[src/rtl/sram_arbiter.sv]
// Shares one fixed-latency single-port SRAM between a read-only fetch port and a
// read/write MEM port. Define ARB_ROUND_ROBIN_EN for round-robin grant on contention.
module sram_arbiter #(
    parameter int unsigned WAIT_CYCLES = 4,
    parameter int unsigned ADDR_W      = 16,
    parameter int unsigned BASE_ADDR   = 1024
) (
    input  logic              clk,
    input  logic              rst,
    input  logic              if_req,
    input  logic [31:0]       if_addr,
    output logic [31:0]       if_rdata,
    output logic              if_ready,
    input  logic              mem_r_req,
    input  logic              mem_w_req,
    input  logic [31:0]       mem_addr,
    input  logic [31:0]       mem_wdata,
    output logic [31:0]       mem_rdata,
    output logic              mem_ready,
    output logic [ADDR_W-1:0] sram_addr,
    output logic [31:0]       sram_wdata,
    output logic              sram_en,
    output logic              sram_we,
    input  logic [31:0]       sram_rdata,
    output logic              freeze
);

    typedef enum logic [1:0] {StIdle, StAccess, StDone} state_e;

    state_e            state_q, state_d;
    logic [3:0]        cnt_q, cnt_d;
    logic              grant_mem_q, grant_mem_d;
    logic [ADDR_W-1:0] addr_q, addr_d;
    logic [31:0]       wdata_q, wdata_d;
    logic              we_q, we_d;
    logic [31:0]       if_rdata_q, if_rdata_d;
    logic [31:0]       mem_rdata_q, mem_rdata_d;

    logic              mem_req;
    logic              any_req;
    logic              pick_mem;
    logic [31:0]       mem_off;
    logic [ADDR_W-1:0] mem_word;
    logic [ADDR_W-1:0] if_word;
    logic              unused_addr_bits;

    assign mem_req  = mem_r_req | mem_w_req;
    assign any_req  = mem_req | if_req;
    assign mem_off  = mem_addr - 32'(BASE_ADDR);
    assign mem_word = mem_off[ADDR_W+1:2];
    assign if_word  = if_addr[ADDR_W+1:2];
    assign unused_addr_bits = ^{mem_off[1:0], mem_off[31:ADDR_W+2],
                                if_addr[1:0], if_addr[31:ADDR_W+2]};

`ifdef ARB_ROUND_ROBIN_EN
    logic last_mem_q;

    // Reset to IF so that MEM wins the first contended grant.
    always_ff @(posedge clk or negedge rst) begin
        if (!rst) begin
            last_mem_q <= 1'b0;
        end else if (state_q == StIdle && any_req) begin
            last_mem_q <= pick_mem;
        end
    end

    assign pick_mem = mem_req & (~if_req | ~last_mem_q);
`else
    assign pick_mem = mem_req;
`endif

    always_ff @(posedge clk or negedge rst) begin
        if (!rst) begin
            state_q     <= StIdle;
            cnt_q       <= '0;
            grant_mem_q <= 1'b0;
            addr_q      <= '0;
            wdata_q     <= '0;
            we_q        <= 1'b0;
            if_rdata_q  <= '0;
            mem_rdata_q <= '0;
        end else begin
            state_q     <= state_d;
            cnt_q       <= cnt_d;
            grant_mem_q <= grant_mem_d;
            addr_q      <= addr_d;
            wdata_q     <= wdata_d;
            we_q        <= we_d;
            if_rdata_q  <= if_rdata_d;
            mem_rdata_q <= mem_rdata_d;
        end
    end

    always_comb begin
        state_d     = state_q;
        cnt_d       = cnt_q;
        grant_mem_d = grant_mem_q;
        addr_d      = addr_q;
        wdata_d     = wdata_q;
        we_d        = we_q;
        if_rdata_d  = if_rdata_q;
        mem_rdata_d = mem_rdata_q;

        unique case (state_q)
            StIdle: begin
                if (any_req) begin
                    grant_mem_d = pick_mem;
                    addr_d      = pick_mem ? mem_word : if_word;
                    wdata_d     = pick_mem ? mem_wdata : '0;
                    // Both MEM flags high resolves to a write.
                    we_d        = pick_mem & mem_w_req;
                    cnt_d       = 4'(WAIT_CYCLES - 1);
                    state_d     = StAccess;
                end
            end
            StAccess: begin
                if (cnt_q == '0) begin
                    if (!we_q) begin
                        if (grant_mem_q) begin
                            mem_rdata_d = sram_rdata;
                        end else begin
                            if_rdata_d = sram_rdata;
                        end
                    end
                    state_d = StDone;
                end else begin
                    cnt_d = cnt_q - 4'd1;
                end
            end
            StDone: begin
                state_d = StIdle;
            end
            default: begin
                state_d = StIdle;
            end
        endcase
    end

    assign if_rdata   = if_rdata_q;
    assign mem_rdata  = mem_rdata_q;
    assign if_ready   = (state_q == StDone) & ~grant_mem_q;
    assign mem_ready  = (state_q == StDone) & grant_mem_q;
    assign sram_en    = (state_q == StAccess);
    assign sram_we    = (state_q == StAccess) & we_q;
    assign sram_addr  = addr_q;
    assign sram_wdata = wdata_q;

    // Gated by rst so every output reads 0 while reset is held.
    assign freeze = rst & ((if_req & ~if_ready) | (mem_req & ~mem_ready));

endmodule

[config.mk]
export PLATFORM = sky130hd
export DESIGN_NAME = sram_arbiter
export DESIGN_NICKNAME = d
export VERILOG_FILES = /design/src/rtl/sram_arbiter.sv
export SDC_FILE = /design/constraint.sdc
export NUM_CORES = 1
export LEC_CHECK = 0
export CORE_MARGIN = 2
export CORE_UTILIZATION = 54
export CTS_CLUSTER_DIAMETER = 40
export CTS_CLUSTER_SIZE = 8
export DETAILED_ROUTE_END_ITERATION = 16
export DONT_BUFFER_PORTS = 1
export PLACE_DENSITY = 0.76
export SLEW_MARGIN = 30
export SYNTH_ARGS = -nofsm -noshare
export SYNTH_HDL_FRONTEND = slang
export SYNTH_SLANG_ARGS = --single-unit
[constraint.sdc]
create_clock -name clk -period 2.4 [get_ports clk]
set_input_delay 0.48 -clock clk [delete_from_list [all_inputs] [get_ports clk]]
set_output_delay 0.48 -clock clk [all_outputs]
set_load 0.03 [all_outputs]
==> flow_summary.ini, run 1 <==
[clock_network]
cts-root-buf = clkbuf_8
cts_tree = built
clk_path_buf_depth = 2
cts.clk_slew.worst_paths_ps = 60
htree_levels = 4
clock_sinks = 120
post-cts-setup-buffers = 0
clk_latency_ps = 500
numCtsBuffers = 17

[layout]
n_fill_cell = 647
antenna_cells = 0
final_cell_area_sq_um = 5446
fin_util = 0.6276
nNetsFinal = 496
final_layout_size_suffix_gt1_frac = 0.2788
area_growth_pct = 13.74

[routing]
avgRoutedWirePerCell_um = 19.76
via_per_inst = 5.794
drcViolationCount = 0
wirelength_mm = 9.503
postRouteAntennaNets = 0
first_pass_iters = 4
drt_iter0_drc = 39
vias = 2787

[floorplanning]
core-area_sq_um = 8678
start_util = 0.5518
pin_count = 250
die_h_um = 98.17
die_w_um = 98.17
rows = 34
die_area_sq_um = 9636

[place]
numPortBuffers = 0
dp_hpwl_mm = 6.586
placed_cell_area_sq_um = 4876
place_congestion = 0.7307

[timing]
final.setup_skew_ps = 11.32
tightest_slew_ps = 487.1
period_needed_ps = 2297
max_freq_ghz = 0.4354
timing.final.crit_share = 0.9571
max-slew-margin-rel = 0.6741
whs_ps = -319.0
maxSlewViolCount = 0
rsz0062_at_grt = no
setup-violations-final = 0
finalSetupTns_ps = 0
hold_viol = 120

[global_routing]
grt_max_degree = 122
grtUsageTotal = 0.1995
antenna_found_initial = 0
grt_pass1_vias = 2973
overflow = 0
grt_pass1_wl_mm = 15.14

[critical_path]
crit_path_max_incr_delay_ps = 390
cp-end-kind = output pin
startpoint_type = register
path_cells = nand2b_1 -> inv_1 -> and2_1
critPathSlowestCell = dfrtp_1
crit_fanout = 4
cp.arrival_ps = 1820
crit_type = reg -> out
cp.required_ps = 1920

[yosys]
syn_nets = 487
syn_area_per_cell_sq_um = 13.64
synth_area_sq_um = 4788
ys_ff_latch = 120
yosys_warnings = 0
ys_async_sr_fraction = 1.000
synth_cell_type_count = 38
syn_inst = 351
synth-edff-count = 0
synth-main-ff-cell = dfrtp_1
seq_area_frac_synth = 0.6271

[run_status]
status = finished, violations left
violations = hold timing

[power]
leakage_nw = 2.494
max-vdd-ir-drop_uv = 785.9
power_density_nw_per_um2 = 1754

[hold_path]
hold_class = in -> async

[flow_run]
drv_cap = 0
-- registers in the layout, summed over array words and instances (netlist names) --
name and cells:
mem_rdata 32, cnt_q 4, if_rdata 32, we_q 1, sram_wdata 32, sram_addr 16, grant_mem_q 1, state_q 2
-- worst max-delay path: cells and delay by family, from the launching register on --
family	cells	cell delay, ps
AND/OR/NAND/NOR	2	620
flip-flops	1	390
buffers and inverters	1	320
-- placed cells by master, fill, tap and decap left out, types with 2 or more instances in the layout --
cell        instances
clkbuf_1            2
dfrtp_1           120
clkbuf_16          16
nand3_1             2
clkinvlp_4          4
nand2_1            30
inv_6               2
nor2_1             18
clkinv_4            4
nor3b_1             2
a21oi_1             6
inv_1               7
mux2_1              6
and2_1              2
mux2i_1             2
buf_4               7
xnor2_1             2
a22o_1             32
o22ai_1             3
a31oi_1             9
ha_1                3
mux2_2             58
bufinv_16           2
xor2_1              4
nor3_1              5
o21ai_0             6
-- cell usage after synthesis, types with 2 or more instances --
master,n,share of area
dfrtp_1,120,0.63
mux2_2,58,0.14
a22o_1,32,0.059
nand2_1,30,0.024
nor2_1,18,0.014
a31oi_1,9,0.012
inv_1,7,0.0055
a21oi_1,6,0.0063
buf_2,6,0.0063
buf_6,6,0.014
clkbuf_1,6,0.0047
mux2_1,6,0.014
o21ai_0,6,0.0063
nor3_1,5,0.0052
xor2_1,4,0.0073
ha_1,3,0.0078
o22ai_1,3,0.0039
and2_1,2,0.0026
mux2i_1,2,0.0042
nand3_1,2,0.0021
nor3b_1,2,0.0031
xnor2_1,2,0.0037
-- area by class of cell --
type,instances,area (sq um),share of cell area
Sequential cell,120,3003,0.5513
Multi-Input combinational cell,206,1640,0.3012
Clock buffer,19,421.7,0.07742
Clock inverter,13,147.6,0.02711
Tap cell,108,135.1,0.02481
Timing Repair Buffer,8,72.57,0.01332
Inverter,7,26.28,0.004824
-- metal layers --
metal,vias to the layer above,global-route usage,share of wire
met5,-,0,0
met4,0,0.07903,0.015
met3,13,0.1009,0.12
met2,150,0.3214,0.50
met1,1357,0.2283,0.37
li1,1267,-,-
-- repair_timing --
item                                   4_1_cts  5_1_grt
endpoints found under the hold margin      120      120
gates resized for setup                      0        1
setup endpoints to repair                    0        1
-- logic make-up after synthesis --
logic type / synth area share
XOR/XNOR: 0.01097
flip-flops: 0.6271
AND/OR/NAND/NOR: 0.07395
buffers and inverters: 0.03057
multiplexers: 0.1547
AO/OA/AOI/OAI: 0.09485
adder cells (fa/ha/maj): 0.007840
-- through the flow --
| step | std cells | worst slack [ps] | total power [mW] |
|---|---|---|---|
| after floorplan | 351 | 243.2 | 6.764 |
| after global placement | 449 | 455.5 | 7.120 |
| after detailed placement | 449 | 430.0 | 7.255 |
| after CTS | 481 | 41.57 | 9.653 |
| after global routing | 481 | 10.07 | 10.02 |
| final | 481 | 103.1 | 9.555 |
-- where the power goes --
part	switching (mW)	leakage [nW]	total [mW]	internal, mW
Combinational	0.717	0.752	1.60	0.887
Sequential	2.60	1.48	5.58	2.98
Clock	0.889	0.265	2.37	1.49
Total	4.20	2.49	9.55	5.35
-- final timing paths --
check / start / depth (start not counted) / slack, ps / to
max: state_q[1] / 3 / 100 / sram_we
min: rst / 0 / -320 / mem_rdata[14]
max reg2reg: cnt_q[0] / 6 / 430 / if_rdata[1]
min reg2reg: cnt_q[0] / 1 / 500 / cnt_q[0]
max in group asynchronous: rst / 0 / 2550 / state_q[0]
min in group clk: mem_w_req / 2 / 100 / we_q
(Power assumes the default switching activity.)
==> run 2, diff against run 1 <==
--- a/config.mk
+++ b/config.mk
@@ -5,7 +5,7 @@
 export SDC_FILE = /design/constraint.sdc
 export NUM_CORES = 1
 export LEC_CHECK = 0
-export CORE_MARGIN = 2
+export CORE_MARGIN = 8
 export CORE_UTILIZATION = 54
 export CTS_CLUSTER_DIAMETER = 40
 export CTS_CLUSTER_SIZE = 8
==> run 2 against run 1 <==
Flip-flop and latch count unchanged. Clock-buffer cell count unchanged. Critical path type unchanged. Power increased by 5.8%. Routed wire length increased by 15%. Clock skew decreased by 3.0 ps. Highest routed layer unchanged. Fmax decreased by 0.15%. The flow still finishes with violations (hold timing). Sequential share of layout area decreased by 1.2 points. Core utilization increased by 1.4 points. Die area increased by 26%.
==> flow_summary.ini, run 2 (synthesized netlist as in run 1, its figures left out) <==
[floorplanning]
start_util = 0.5518
die_w_um = 110.2
die_area_sq_um = 12140
pin_count = 250
die_h_um = 110.2
core-area_sq_um = 8678
rows = 34

[clock_network]
numCtsBuffers = 17
cts_tree = built
clock_sinks = 120
htree_levels = 4
clk_latency_ps = 490
cts.clk_slew.worst_paths_ps = 60
clk_path_buf_depth = 2
cts-root-buf = clkbuf_8
post-cts-setup-buffers = 0
post_cts_resized = 0

[global_routing]
grt_pass1_vias = 3139
grt_max_degree = 122
overflow = 0
grtUsageTotal = 0.1780
grt_pass1_wl_mm = 16.57
antenna_found_initial = 0

[critical_path]
cp-endpoint = sram_we
startpoint_type = register
timing.rr.end = if_rdata[3]
cp.arrival_ps = 1820
path_cells = nand2b_1 -> inv_1 -> and2_1
cp-end-kind = output pin
startpoint = state_q[1]
critPathSlowestCell = dfrtp_1
crit_type = reg -> out
r2r_cells = 6
r2r_slack_ps = 410
crit_path_max_incr_delay_ps = 400
reg2reg_from = cnt_q[0]
cp.required_ps = 1920
crit_fanout = 4

[timing]
whs_ps = -316.0
final.setup_skew_ps = 8.366
max-slew-margin-rel = 0.7134
max_freq_ghz = 0.4347
timing.final.crit_share = 0.9585
setup-violations-final = 0
period_needed_ps = 2300
tightest_slew_ps = 429.9
rsz0062_at_grt = no
maxSlewViolCount = 0
hold_viol = 120
finalSetupTns_ps = 0

[hold_path]
hold_class = in -> async

[layout]
area_growth_pct = 16.36
mostFrequentLayoutCells = 120 x dfrtp_1, 58 x mux2_2, 32 x a22o_1, 30 x nand2_1, 18 x nor2_1
nNetsFinal = 498
antenna_cells = 0
final_common_cell = dfrtp_1
final_layout_size_suffix_gt1_frac = 0.2853

[power]
power_density_nw_per_um2 = 1815
max-vdd-ir-drop_uv = 840.1
leakage_nw = 2.566
fin_total_pwr_mw = 10.11

[routing]
avgRoutedWirePerCell_um = 22.70
drt_iter0_drc = 127
via_per_inst = 5.781
postRouteAntennaNets = 0
vias = 2792
first_pass_iters = 4
wirelength_mm = 10.96
drcViolationCount = 0

[run_status]
status = finished, violations left
violations = hold timing

[place]
place_congestion = 0.7397
dp_hpwl_mm = 7.977
numPortBuffers = 0

[flow_run]
drv_cap = 0
==> run 2: changes by cell type in the layout (fill, tap and decap cells not counted), moves of 2 or more <==
cell,previous run,this run
clkinvlp_4,4,2
bufinv_16,2,6
clkinv_4,4,2
buf_4,7,9
clkbuf_1,2,0
clkbuf_8,1,3
==> run 2: worst min-delay path by stage <==
stage                    endpoint  slack (ps)  cells past startpoint
floorplan                cnt_q[0]         180                      0
global placement    mem_rdata[29]         190                      0
detailed placement    if_rdata[0]         190                      0
CTS                  if_rdata[28]        -350                      0
global route        mem_rdata[29]        -350                      0
finish               if_rdata[28]        -320                      0
==> run 2: critical path: cells and delay by family, from the launching register on <==
family        cells  cell delay (ps)
simple gates      2              610
flops             1              400
buf+inv           1              330
==> run 2: stage by stage <==
stage               setup slack [ps]  area (sq um)  hold slack, ps    util  std cells
finish                         99.55          5572          -316.0  0.6420        483
CTS                            50.77          5572          -346.3  0.6420        483
global placement               459.0          4891           187.5  0.5636        451
detailed placement             426.0          4891           187.7  0.5636        451
floorplan                      243.2          4788           184.4       -        351
global route                   12.47          5572          -353.3  0.6420        483
==> run 2: metal layers <==
layer,global-route usage,wire length [um]
met5,0,0
met4,0.05614,86
met3,0.1087,1718
met2,0.2881,5338
met1,0.1901,3819
==> run 2: final cells by class <==
type | instances | area (sq um)
inverters | 7 | 26.28
flip-flops and latches | 120 | 3003
fillers | 658 | 3107
multi-input cells | 206 | 1639
well taps | 108 | 135.1
clock inverters | 13 | 239.0
repair buffers | 10 | 87.58
clock buffers | 19 | 441.7
==> run 2: report_power, final <==
group          switching [mW]  internal [mW]
Sequential               2.63           2.98
Combinational           0.719          0.899
Clock                   0.913           1.97
==> run 3, diff against run 2 <==
--- a/config.mk
+++ b/config.mk
@@ -16,3 +16,4 @@
 export SYNTH_ARGS = -nofsm -noshare
 export SYNTH_HDL_FRONTEND = slang
 export SYNTH_SLANG_ARGS = --single-unit
+export TNS_END_PERCENT = 10
==> results of run 3 <==
Same layout as run 2: the final DEF is identical, and so are final timing and power.
